[config.mk]
export PLATFORM = sky130hd
export DESIGN_NAME = mc_ctrl_flat
export DESIGN_NICKNAME = d
export VERILOG_FILES = /design/src/rtl/mc_ctrl_if.sv /design/src/rtl/mc_ctrl.sv /design/src/flat_wrapper.sv
export SDC_FILE = /design/constraint.sdc
export NUM_CORES = 1
export LEC_CHECK = 0
export ABC_AREA = 1
export BUFFER_PORTS_ARGS = -buffer_cell sky130_fd_sc_hd__buf_2
export CAP_MARGIN = 10
export CORE_MARGIN = 8
export CORE_UTILIZATION = 33
export CTS_CLUSTER_DIAMETER = 80
export DETAILED_ROUTE_END_ITERATION = 8
export PLACE_DENSITY = 0.67
export SLEW_MARGIN = 5
export SYNTH_ARGS = -nofsm -noshare
export SYNTH_HDL_FRONTEND = slang
export SYNTH_SLANG_ARGS = --single-unit
[constraint.sdc]
create_clock -name clk -period 1.45 [get_ports clk]
set_input_delay 0.145 -clock clk [delete_from_list [all_inputs] [get_ports clk]]
set_output_delay 0.145 -clock clk [all_outputs]
set_load 0.02 [all_outputs]
[src/rtl/mc_ctrl_if.sv]
// Control bundle between the multicycle main controller and the RV32I datapath.
// The master side is the controller; the slave side is the datapath and memory port.
interface mc_ctrl_if;
   logic [6:0] opcode;
   logic [2:0] funct3;
   logic       funct7b5;
   logic       zero;
   logic       mem_ready;
   logic       mem_req;
   logic       mem_write;
   logic       adr_src;
   logic       ir_write;
   logic       pc_write;
   logic       reg_write;
   logic [1:0] imm_src;
   logic [1:0] alu_src_a;
   logic [1:0] alu_src_b;
   logic [2:0] alu_control;
   logic [1:0] result_src;
   logic       instr_done;
   logic       illegal;

   modport master (
      input  opcode, funct3, funct7b5, zero, mem_ready,
      output mem_req, mem_write, adr_src, ir_write, pc_write, reg_write,
             imm_src, alu_src_a, alu_src_b, alu_control, result_src,
             instr_done, illegal
   );

   modport slave (
      output opcode, funct3, funct7b5, zero, mem_ready,
      input  mem_req, mem_write, adr_src, ir_write, pc_write, reg_write,
             imm_src, alu_src_a, alu_src_b, alu_control, result_src,
             instr_done, illegal
   );
endinterface

[src/rtl/mc_ctrl.sv]
// Multicycle RV32I main controller: sequences shared ALU, immediate extender,
// register file and a unified req/ready memory port.
//
// state    | meaning
// ---------+-------------------------------------------------------------
// FETCH    | read instruction at PC, PC+4 into PC when memory completes
// DECODE   | instruction latched; precompute branch target oldPC+immB
// MEMADR   | rs1 + imm (I or S) into the ALU out register
// MEMREAD  | load access, held until mem_ready
// MEMWB    | write read data to rd, retire
// MEMWRITE | store access, retires in the cycle mem_ready is seen
// EXECR    | rs1 op rs2
// EXECI    | rs1 op immI
// ALUWB    | write ALU out register to rd, retire
// BEQ      | rs1 - rs2, load branch target into PC when zero, retire
// TRAP     | unsupported opcode parked; only reset leaves
module mc_ctrl #(
   parameter bit RESET_TRAP = 1'b0
) (
   input logic        clk,
   input logic        rst_n,
   mc_ctrl_if.master  bus
);

   typedef enum logic [3:0] {
      S_FETCH    = 4'd0,
      S_DECODE   = 4'd1,
      S_MEMADR   = 4'd2,
      S_MEMREAD  = 4'd3,
      S_MEMWB    = 4'd4,
      S_MEMWRITE = 4'd5,
      S_EXECR    = 4'd6,
      S_EXECI    = 4'd7,
      S_ALUWB    = 4'd8,
      S_BEQ      = 4'd9,
      S_TRAP     = 4'd10
   } state_t;

   localparam logic [6:0] OP_LOAD  = 7'b0000011;
   localparam logic [6:0] OP_STORE = 7'b0100011;
   localparam logic [6:0] OP_RTYPE = 7'b0110011;
   localparam logic [6:0] OP_ITYPE = 7'b0010011;
   localparam logic [6:0] OP_BEQ   = 7'b1100011;

   localparam logic [2:0] ALU_ADD = 3'b000;
   localparam logic [2:0] ALU_SUB = 3'b001;
   localparam logic [2:0] ALU_AND = 3'b010;
   localparam logic [2:0] ALU_OR  = 3'b011;
   localparam logic [2:0] ALU_SLT = 3'b101;

   state_t state;
   logic   illegal_q;

   always_ff @(posedge clk) begin
      if (!rst_n) begin
         state     <= S_FETCH;
         illegal_q <= 1'b0;
      end else begin
         case (state)
            S_FETCH:    if (bus.mem_ready) state <= S_DECODE;
            S_DECODE: begin
               case (bus.opcode)
                  OP_LOAD, OP_STORE: state <= S_MEMADR;
                  OP_RTYPE:          state <= S_EXECR;
                  OP_ITYPE:          state <= S_EXECI;
                  OP_BEQ:            state <= S_BEQ;
                  default: begin
                     if (RESET_TRAP) begin
                        state     <= S_TRAP;
                        illegal_q <= 1'b1;
                     end else begin
                        state <= S_FETCH;
                     end
                  end
               endcase
            end
            S_MEMADR:   state <= bus.opcode[5] ? S_MEMWRITE : S_MEMREAD;
            S_MEMREAD:  if (bus.mem_ready) state <= S_MEMWB;
            S_MEMWB:    state <= S_FETCH;
            S_MEMWRITE: if (bus.mem_ready) state <= S_FETCH;
            S_EXECR:    state <= S_ALUWB;
            S_EXECI:    state <= S_ALUWB;
            S_ALUWB:    state <= S_FETCH;
            S_BEQ:      state <= S_FETCH;
            S_TRAP:     state <= S_TRAP;
            default:    state <= S_FETCH;
         endcase
      end
   end

   // funct7b5 only selects sub for register-register ops (opcode[5]=1).
   logic [2:0] alu_dec;
   always_comb begin
      alu_dec = ALU_ADD;
      case (bus.funct3)
         3'b000:  alu_dec = (bus.opcode[5] & bus.funct7b5) ? ALU_SUB : ALU_ADD;
         3'b010:  alu_dec = ALU_SLT;
         3'b110:  alu_dec = ALU_OR;
         3'b111:  alu_dec = ALU_AND;
         default: alu_dec = ALU_ADD;
      endcase
   end

   always_comb begin
      bus.mem_req     = 1'b0;
      bus.mem_write   = 1'b0;
      bus.adr_src     = 1'b0;
      bus.ir_write    = 1'b0;
      bus.pc_write    = 1'b0;
      bus.reg_write   = 1'b0;
      bus.imm_src     = 2'b00;
      bus.alu_src_a   = 2'b00;
      bus.alu_src_b   = 2'b00;
      bus.alu_control = ALU_ADD;
      bus.result_src  = 2'b00;
      bus.instr_done  = 1'b0;
      bus.illegal     = 1'b0;
      if (rst_n) begin
         bus.illegal = illegal_q;
         case (state)
            S_FETCH: begin
               bus.mem_req    = 1'b1;
               bus.alu_src_b  = 2'b10;
               bus.result_src = 2'b10;
               bus.ir_write   = bus.mem_ready;
               bus.pc_write   = bus.mem_ready;
            end
            S_DECODE: begin
               bus.alu_src_a = 2'b01;
               bus.alu_src_b = 2'b01;
               bus.imm_src   = 2'b10;
            end
            S_MEMADR: begin
               bus.alu_src_a = 2'b10;
               bus.alu_src_b = 2'b01;
               bus.imm_src   = bus.opcode[5] ? 2'b01 : 2'b00;
            end
            S_MEMREAD: begin
               bus.mem_req = 1'b1;
               bus.adr_src = 1'b1;
            end
            S_MEMWB: begin
               bus.result_src = 2'b01;
               bus.reg_write  = 1'b1;
               bus.instr_done = 1'b1;
            end
            S_MEMWRITE: begin
               bus.mem_req    = 1'b1;
               bus.mem_write  = 1'b1;
               bus.adr_src    = 1'b1;
               bus.instr_done = bus.mem_ready;
            end
            S_EXECR: begin
               bus.alu_src_a   = 2'b10;
               bus.alu_control = alu_dec;
            end
            S_EXECI: begin
               bus.alu_src_a   = 2'b10;
               bus.alu_src_b   = 2'b01;
               bus.alu_control = alu_dec;
            end
            S_ALUWB: begin
               bus.reg_write  = 1'b1;
               bus.instr_done = 1'b1;
            end
            S_BEQ: begin
               bus.alu_src_a   = 2'b10;
               bus.alu_control = ALU_SUB;
               bus.pc_write    = bus.zero;
               bus.instr_done  = 1'b1;
            end
            S_TRAP:  bus.illegal = 1'b1;
            default: ;
         endcase
      end
   end

endmodule

[src/flat_wrapper.sv]
// flat-port wrapper written by rule: the top's interface ports become plain ports
module mc_ctrl_flat 
#(
   parameter bit RESET_TRAP = 1'b0
)
  (clk, rst_n, bus_opcode, bus_funct3, bus_funct7b5, bus_zero, bus_mem_ready, bus_mem_req, bus_mem_write, bus_adr_src, bus_ir_write, bus_pc_write, bus_reg_write, bus_imm_src, bus_alu_src_a, bus_alu_src_b, bus_alu_control, bus_result_src, bus_instr_done, bus_illegal);
  mc_ctrl_if bus_i ();
  input logic clk;
  input logic rst_n;
  input wire logic [$bits(bus_i.opcode)-1:0] bus_opcode;
  input wire logic [$bits(bus_i.funct3)-1:0] bus_funct3;
  input wire logic [$bits(bus_i.funct7b5)-1:0] bus_funct7b5;
  input wire logic [$bits(bus_i.zero)-1:0] bus_zero;
  input wire logic [$bits(bus_i.mem_ready)-1:0] bus_mem_ready;
  output wire logic [$bits(bus_i.mem_req)-1:0] bus_mem_req;
  output wire logic [$bits(bus_i.mem_write)-1:0] bus_mem_write;
  output wire logic [$bits(bus_i.adr_src)-1:0] bus_adr_src;
  output wire logic [$bits(bus_i.ir_write)-1:0] bus_ir_write;
  output wire logic [$bits(bus_i.pc_write)-1:0] bus_pc_write;
  output wire logic [$bits(bus_i.reg_write)-1:0] bus_reg_write;
  output wire logic [$bits(bus_i.imm_src)-1:0] bus_imm_src;
  output wire logic [$bits(bus_i.alu_src_a)-1:0] bus_alu_src_a;
  output wire logic [$bits(bus_i.alu_src_b)-1:0] bus_alu_src_b;
  output wire logic [$bits(bus_i.alu_control)-1:0] bus_alu_control;
  output wire logic [$bits(bus_i.result_src)-1:0] bus_result_src;
  output wire logic [$bits(bus_i.instr_done)-1:0] bus_instr_done;
  output wire logic [$bits(bus_i.illegal)-1:0] bus_illegal;
  assign bus_i.opcode = bus_opcode;
  assign bus_i.funct3 = bus_funct3;
  assign bus_i.funct7b5 = bus_funct7b5;
  assign bus_i.zero = bus_zero;
  assign bus_i.mem_ready = bus_mem_ready;
  assign bus_mem_req = bus_i.mem_req;
  assign bus_mem_write = bus_i.mem_write;
  assign bus_adr_src = bus_i.adr_src;
  assign bus_ir_write = bus_i.ir_write;
  assign bus_pc_write = bus_i.pc_write;
  assign bus_reg_write = bus_i.reg_write;
  assign bus_imm_src = bus_i.imm_src;
  assign bus_alu_src_a = bus_i.alu_src_a;
  assign bus_alu_src_b = bus_i.alu_src_b;
  assign bus_alu_control = bus_i.alu_control;
  assign bus_result_src = bus_i.result_src;
  assign bus_instr_done = bus_i.instr_done;
  assign bus_illegal = bus_i.illegal;
  mc_ctrl #(.RESET_TRAP(RESET_TRAP)) u_core (.clk(clk), .rst_n(rst_n), .bus(bus_i));
endmodule
==> impl_metrics.py, run 1 <==
metrics = {
    "timing": {
        "fin_tns_setup_ps": -715,
        "period_share": 1.08,
        "maxSlewHeadroom": 0.710,
        "finClkSkew_ps": 6.28,
        "finalHoldViolations": 0,
        "hold-worst-slack_ps": 222,
        "max_freq_ghz": 0.639,
        "worst_pin_slew_ps": 434,
        "setup_viol": 9,
        "rsz0062_at_grt": "true",
        "drv_slew": 0,
        "worst_slack_ps": -114,
        "final.min_clock_period_ps": 1560,
    },
    "worst_setup_path": {
        "cp.arrival_ps": 1420,
        "critPathKind": "reg2out",
        "required_ps": 1310,
        "start_kind": "flip-flop",
        "crit_fanout": 4,
        "end_kind": "primary output",
    },
    "finish": {
        "layout_commonest_cell": "buf_2",
        "fillerInstances": 135,
        "diodes": 0,
        "top_register": "u_core.state",
        "largest_register_ffs": 4,
        "area_growth_pct": 75.1,
        "drive_above_1_share": 0.557,
        "fin_nets": 157,
        "top_regs": "u_core.state (4)",
        "fin_area_um2": 905,
        "layout_common_cells": "21 x buf_2, 19 x buf_4, 13 x inv_1",
    },
    "placement": {
        "io_buffers": 33,
        "hpwl_um": 1440,
        "place_congestion": 0.838,
        "place_ws_ps": 27.1,
        "placed_cell_area_um2": 703,
    },
    "clock_tree": {
        "clkLatencyLatePin_ps": 240,
        "clock_sinks": 4,
        "ctsRootBufferMaster": "clkbuf_4",
        "cts_tree": "yes",
        "cts.clk_slew.worst_paths_ps": 40,
        "htree_num_levels": 1,
        "ctsHoldBuffers": 0,
        "clk_path_buf_depth": 2,
        "cts_buffers": 3,
    },
    "pwr": {
        "ir_worst_vdd_mv": 0.247,
        "power.leakage_nw": 0.488,
        "power_density_mw_per_mm2": 471,
    },
    "global_routing": {
        "grt_use_met3": 0.0251,
        "grt_max_degree": 15,
        "grt_pass1_wl_um": 3210,
        "grt-ovfl-total": 0,
        "grt_usage": 0.118,
        "antenna_found_initial": 0,
        "met2_usage": 0.212,
        "grt_util_met1": 0.123,
        "grt_pass1_vias": 787,
        "top_usage_layer": "met2",
    },
    "worst_hold_path": {
        "min_path_type": "in2reg",
    },
    "drt": {
        "vias": 800,
        "postRouteAntennaNets": 0,
        "first_pass_iters": 4,
        "vias_per_cell": 5.13,
        "drc": 0,
        "wl_per_cell_um": 12.4,
        "wirelength_um": 1930,
        "drtIter0Drc": 11,
    },
    "floorplan": {
        "fp.dieW_um": 55.6,
        "die_h_um": 55.6,
        "core_area_mm2": 0.00149,
        "start_util": 0.347,
        "core.rowCount": 14,
        "die_area_mm2": 0.00309,
        "ios": 34,
    },
    "yosys": {
        "yosysSeqAreaShare": 0.155,
        "synth_ff_type": "dfxtp_1",
        "synthDistinctLibCells": 21,
        "synth_cells": 96,
        "ys_warn_count": 0,
        "synth_area_um2": 517,
        "syn-num-nets": 111,
        "synth_async_sr_flop_share": 0,
        "synth_seq_cells": 4,
        "synth_edf_count": 0,
        "avgSynthCellArea_um2": 5.38,
    },
    "run": {
        "max_cap_violations": 0,
    },
    "outcome": {
        "status": "complete, but fails checks",
        "violations": "setup timing",
    },
}
logic make-up after synthesis:
logic type | after synthesis | synth area share
and+or+nand+nor | 59 | 0.540
buffers and inverters | 20 | 0.160
AOI/OAI and AO/OA | 13 | 0.145
DFF | 4 | 0.155
report_power, final:
part | internal (mW) | leakage (nW) | switching (mW) | total (mW)
clock network | 0.0927 | 0.0138 | 0.0471 | 0.140
logic | 0.0658 | 0.440 | 0.0988 | 0.165
registers | 0.113 | 0.0346 | 0.00818 | 0.121
total | 0.272 | 0.488 | 0.154 | 0.426
Yosys cell counts, types with 2 or more instances:
cell     count  area [um2]
o21ai_0      2        10.0
nand3_1     13        65.1
dfxtp_1      4        80.1
inv_1       14        52.6
nor2_1      16        60.1
nor3_1       2        10.0
inv_2        3        11.3
buf_4        2        15.0
nand2_1     18        67.6
a21oi_1      7        35.0
nor2_2       4        25.0
nor2_4       2        22.5
per-layer routing:
metal | part of all wire | routed length, um
met5 | 0 | 0
met4 | 0 | 0
met3 | 0.067 | 129
met2 | 0.54 | 1050
met1 | 0.39 | 752
what timing repair did:
| action | 4_1_cts | 5_1_grt |
|---|---|---|
| buffers inserted | 7 | 2 |
| gates resized for setup | 29 | 12 |
| pin swaps | 5 | 3 |
| gates cloned | 0 | 0 |
| endpoints found under the hold margin | 0 | 0 |
| endpoints found under the setup margin | 11 | 17 |
cell type report:
type | instances | area [um2] | area share
Timing Repair Buffer | 44 | 293 | 0.324
Sequential cell | 4 | 87.6 | 0.0968
Clock buffer | 3 | 22.5 | 0.0249
Inverter | 17 | 66.3 | 0.0733
Multi-Input combinational cell | 72 | 415 | 0.459
Tap cell | 16 | 20.0 | 0.0221
critical path, cell delays in order, from the launching register on:
cell,delay [ps]
dfxtp_4,360
nor2_4,120
inv_2,60
nor2_4,110
nand3_2,80
or2_4,240
nor2_2,90
buf_6,120
path summary, 6_finish.rpt:
path / startpoint / to / slack (ps) / cells after the start
worst max-delay path: u_core.state[3] / bus_alu_control[2] / -110 / 7
worst min-delay path: rst_n / u_core.state[1] / 220 / 3
worst max register to register: u_core.state[2] / u_core.state[0] / 170 / 9
worst min register to register: u_core.state[0] / u_core.state[0] / 550 / 2
metrics by stage:
stage	instances	power, mW	utilization
after CTS	154	0.420	0.576
after floorplan	96	0.211	-
after global placement	144	0.262	0.472
final	156	0.426	0.608
after global routing	156	0.453	0.608
after detailed placement	144	0.263	0.472
Power figures use the tool's default switching activity.
==> run 2, diff against run 1 <==
REMOVE_ABC_BUFFERS = 1   (was not set)
==> impl_metrics.py, run 2 (synthesis gave the netlist of run 1 again) <==
metrics = {
    "worst_setup_path": {
        "crit_top_cell": "nor2_4",
        "critPathKind": "reg2out",
        "crit_path_cell_trace": "nor2_4 > inv_2 > nor2_4 > nand3_2 > or2_1 > nor2_2 > buf_4",
        "rr_worst_depth": 7,
        "reg2reg_from": "u_core.state[2]",
        "end_kind": "primary output",
        "reg2reg_slack_ps": 230,
        "rr_endpoint": "u_core.state[2]",
        "cp.arrival_ps": 1460,
        "required_ps": 1310,
        "cp_slowest_stage_delay_ps": 350,
        "slowest_stage": "dfxtp_2",
        "crit_fanout": 4,
        "start_kind": "flip-flop",
    },
    "clock_tree": {
        "ctsRootBufferMaster": "clkbuf_4",
        "clk_path_buf_depth": 2,
        "htree_num_levels": 1,
        "clock_sinks": 4,
        "cts_tree": "yes",
        "cts.clk_slew.worst_paths_ps": 40,
        "cts_buffers": 3,
        "clkLatencyLatePin_ps": 240,
        "ctsHoldBuffers": 0,
    },
    "pwr": {
        "swShare": 0.365,
        "power_frac_clock": 0.320,
        "finalPower_mw": 0.427,
        "power.leakage_nw": 0.479,
        "intPower_mw": 0.271,
        "sequentialPowerShare": 0.292,
        "ir_worst_vdd_mv": 0.332,
        "power_density_mw_per_mm2": 475,
        "switching_power_mw": 0.156,
        "pwr-share-comb": 0.388,
    },
    "drt": {
        "vias_per_cell": 5.21,
        "drc": 0,
        "wl_per_cell_um": 13.0,
        "vias": 803,
        "first_pass_iters": 4,
        "postRouteAntennaNets": 0,
        "wirelength_um": 2000,
        "drtIter0Drc": 21,
    },
    "finish": {
        "fillerInstances": 151,
        "drive_above_1_share": 0.529,
        "largest_register_ffs": 4,
        "area_growth_pct": 74.1,
        "diodes": 0,
        "top_regs": "u_core.state (4)",
        "fin_nets": 155,
        "top_register": "u_core.state",
        "final_core_util": 0.604,
        "stdcell_count": 154,
        "layout_common_cells": "19 x buf_2, 19 x buf_4, 14 x inv_1, 14 x nand2_1, 12 x nand3_1",
    },
    "timing": {
        "maxSlewHeadroom": 0.736,
        "final.min_clock_period_ps": 1610,
        "rsz0062_at_grt": "true",
        "period_share": 1.11,
        "setup_viol": 9,
        "max_freq_ghz": 0.622,
        "drv_slew": 0,
        "finalHoldViolations": 0,
        "worst_pin_slew_ps": 395,
        "finClkSkew_ps": 0.717,
        "worst_slack_ps": -157,
    },
    "worst_hold_path": {
        "hold_end": "u_core.state[1]",
        "min_path_cells": 3,
        "hp-start": "rst_n",
        "min_path_type": "in2reg",
    },
    "global_routing": {
        "grt-ovfl-total": 0,
        "antenna_found_initial": 0,
        "grt_pass1_vias": 729,
        "grt_max_degree": 12,
        "grt_pass1_wl_um": 3150,
        "grt_usage": 0.119,
    },
    "outcome": {
        "violations": "setup timing",
        "status": "complete, but fails checks",
    },
    "placement": {
        "io_buffers": 33,
        "place_congestion": 0.773,
        "place_ws_ps": 27.8,
        "dp_cells": 143,
        "hpwl_um": 1430,
    },
    "floorplan": {
        "core.rowCount": 14,
        "start_util": 0.347,
        "die_area_mm2": 0.00309,
        "core_area_mm2": 0.00149,
        "die_h_um": 55.6,
        "fp.dieW_um": 55.6,
        "ios": 34,
    },
    "run": {
        "max_cap_violations": 0,
    },
}
-- run 2: worst max-delay path by stage --
stage	to	startpoint	slack [ps]	cells after the start
6_report	bus_alu_control[2]	u_core.state[3]	-160	7
3_3_place_gp	bus_alu_control[2]	u_core.state[2]	80	8
2_1_floorplan	bus_pc_write	u_core.state[0]	-80	4
3_5_place_dp	bus_alu_control[2]	u_core.state[2]	30	8
5_1_grt	bus_alu_control[2]	u_core.state[2]	-230	8
4_1_cts	bus_alu_control[2]	u_core.state[3]	-130	7
-- run 2: metrics by stage --
step / area (um2) / hold WS, ps / TNS (ps)
final: 900 / 255 / -688
after global routing: 900 / 270 / -1730
after CTS: 813 / 241 / -638
after detailed placement: 691 / 492 / 0
after global placement: 691 / 494 / 0
after floorplan: 498 / 269 / -97.1
-- run 2: power groups by stage --
| stage | combinational (mW) | sequential (mW) | clock [mW] |
|---|---|---|---|
| global route | 0.181 | 0.125 | 0.157 |
| floorplan | 0.0799 | 0.122 | 0 |
| detailed placement | 0.134 | 0.124 | 0 |
| finish | 0.166 | 0.125 | 0.137 |
| global placement | 0.131 | 0.124 | 0 |
| CTS | 0.147 | 0.123 | 0.140 |
-- run 2: layout make-up --
type / instances / area (um2) / share of cell area
Multi-Input combinational cell: 72 / 418 / 0.465
Timing Repair Buffer: 42 / 283 / 0.314
Sequential cell: 4 / 90.1 / 0.100
Inverter: 17 / 66.3 / 0.0737
Clock buffer: 3 / 22.5 / 0.0250
Tap cell: 16 / 20.0 / 0.0223
-- run 2: critical path, delay by kind of cell, from the launching register on --
family	cells	cell delay, ps
DFF	1	350
and+or+nand+nor	5	680
buffers and inverters	2	200
-- run 2: what timing repair did --
action	CTS	global route
endpoints found under the hold margin	0	0
pin swaps	4	1
buffers inserted	5	3
setup endpoints to repair	12	16
resized for setup	23	20
-- run 2: layer usage --
metal	up-vias	share of wire	GRT usage
met5	-	0	0
met2	29	0.50	0.199
li1	400	-	-
met1	370	0.44	0.134
met3	4	0.047	0.0388
met4	0	0.013	0.0493
==> run 3, diff against run 2 <==
CORE_UTILIZATION = 35   (was 33)
PLACE_DENSITY = 0.71   (was 0.67)
clock period = 2 ns   (was 1.45 ns; I/O delays follow)
==> impl_metrics.py, run 3 (synthesis gave the netlist of run 1 again) <==
metrics = {
    "pwr": {
        "finalPower_mw": 0.279,
        "power_density_mw_per_mm2": 396,
        "ir_worst_vdd_mv": 0.308,
        "sequentialPowerShare": 0.318,
        "power_frac_clock": 0.344,
        "intPower_mw": 0.183,
        "swShare": 0.343,
        "pwr-share-comb": 0.338,
        "power.leakage_nw": 0.420,
        "switching_power_mw": 0.0960,
    },
    "global_routing": {
        "grt_pass1_vias": 660,
        "grt_max_degree": 17,
        "antenna_found_initial": 0,
        "grt-ovfl-total": 0,
        "grt_usage": 0.124,
        "grt_pass1_wl_um": 2770,
    },
    "floorplan": {
        "core.rowCount": 14,
        "die_area_mm2": 0.00296,
        "die_h_um": 54.4,
        "ios": 34,
        "fp.dieW_um": 54.4,
        "core_area_mm2": 0.00144,
        "start_util": 0.360,
    },
    "worst_setup_path": {
        "critPathKind": "reg2out",
        "required_ps": 1800,
        "end_kind": "primary output",
        "start_kind": "flip-flop",
        "cp.arrival_ps": 1490,
        "crit_fanout": 5,
    },
    "outcome": {
        "status": "finished, final reports clean",
    },
    "clock_tree": {
        "ctsRootBufferMaster": "clkbuf_4",
        "cts.clk_slew.worst_paths_ps": 30,
        "cts_setup_buffers": 0,
        "cts_resized": 0,
        "clock_sinks": 4,
        "htree_num_levels": 1,
        "clk_path_buf_depth": 2,
        "cts_buffers": 3,
        "clkLatencyLatePin_ps": 230,
        "ctsHoldBuffers": 0,
        "cts_tree": "yes",
    },
    "drt": {
        "wl_per_cell_um": 11.4,
        "first_pass_iters": 4,
        "postRouteAntennaNets": 0,
        "wirelength_um": 1660,
        "vias": 711,
        "drtIter0Drc": 20,
        "drc": 0,
        "vias_per_cell": 4.90,
    },
    "finish": {
        "top_register": "u_core.state",
        "area_growth_pct": 36.6,
        "drive_above_1_share": 0.364,
        "final_core_util": 0.491,
        "layout_commonest_cell": "buf_2",
        "fin_nets": 146,
        "largest_register_ffs": 4,
        "layout_common_cells": "33 x buf_2, 18 x nand2_1, 16 x nor2_1",
        "diodes": 0,
        "top_regs": "u_core.state (4)",
        "fin_area_um2": 706,
        "fillerInstances": 167,
    },
    "timing": {
        "rsz0062_at_grt": "false",
        "maxSlewHeadroom": 0.705,
        "worst_pin_slew_ps": 442,
        "max_freq_ghz": 0.591,
        "final.min_clock_period_ps": 1690,
        "drv_slew": 0,
        "finalHoldViolations": 0,
        "setup_viol": 0,
        "fin_tns_setup_ps": 0,
        "period_share": 0.846,
        "finClkSkew_ps": 0.164,
    },
    "placement": {
        "hpwl_um": 1420,
        "place_congestion": 0.866,
        "placed_cell_area_um2": 683,
        "io_buffers": 33,
    },
    "run": {
        "max_cap_violations": 0,
    },
    "worst_hold_path": {
        "min_path_type": "in2reg",
    },
}
## run 3: worst paths after layout
| check | start | to | slack (ps) | cells past startpoint |
|---|---|---|---|---|
| setup reg to reg | u_core.state[0] | u_core.state[0] | 710 | 6 |
| hold / removal | rst_n | u_core.state[1] | 290 | 3 |
| setup / recovery | u_core.state[2] | bus_alu_control[2] | 310 | 8 |
| hold reg to reg | u_core.state[2] | u_core.state[2] | 610 | 4 |
## run 3: cell type report
cell class,instances,area [um2],area share
Multi-Input combinational cell,72,354,0.502
Timing Repair Buffer,33,165,0.234
Sequential cell,4,80.1,0.113
Inverter,17,63.8,0.0904
Clock buffer,3,22.5,0.0319
Tap cell,16,20.0,0.0284
## run 3: power by group through the flow
stage,Clock [mW],Combinational [mW],Sequential [mW]
2_1_floorplan,0,0.0580,0.0885
3_3_place_gp,0,0.0939,0.0898
3_5_place_dp,0,0.0950,0.0899
4_1_cts,0.103,0.0955,0.0887
5_1_grt,0.108,0.106,0.0898
6_report,0.0961,0.0944,0.0889
## run 3: through the flow
| step | worst slack (ps) | instances | hold slack, ps |
|---|---|---|---|
| final | 308 | 145 | 288 |
| after floorplan | 416 | 93 | 324 |
| after global routing | 138 | 145 | 328 |
| after CTS | 293 | 145 | 278 |
| after detailed placement | 548 | 142 | 523 |
| after global placement | 575 | 142 | 517 |
## run 3: worst max-delay path, stage by stage (launching register included)
cell and delay (ps):
dfxtp_1 350, inv_2 70, nor2_4 110, inv_2 60, nor2_4 130, nand3_2 80, or2_1 230, nor2_2 70
buf_2 160
## run 3: per-layer routing
| metal | GRT usage | routed length [um] |
|---|---|---|
| met1 | 0.130 | 695 |
| met4 | 0.0656 | 20 |
| met5 | 0 | 0 |
| met2 | 0.210 | 804 |
| met3 | 0.0462 | 135 |
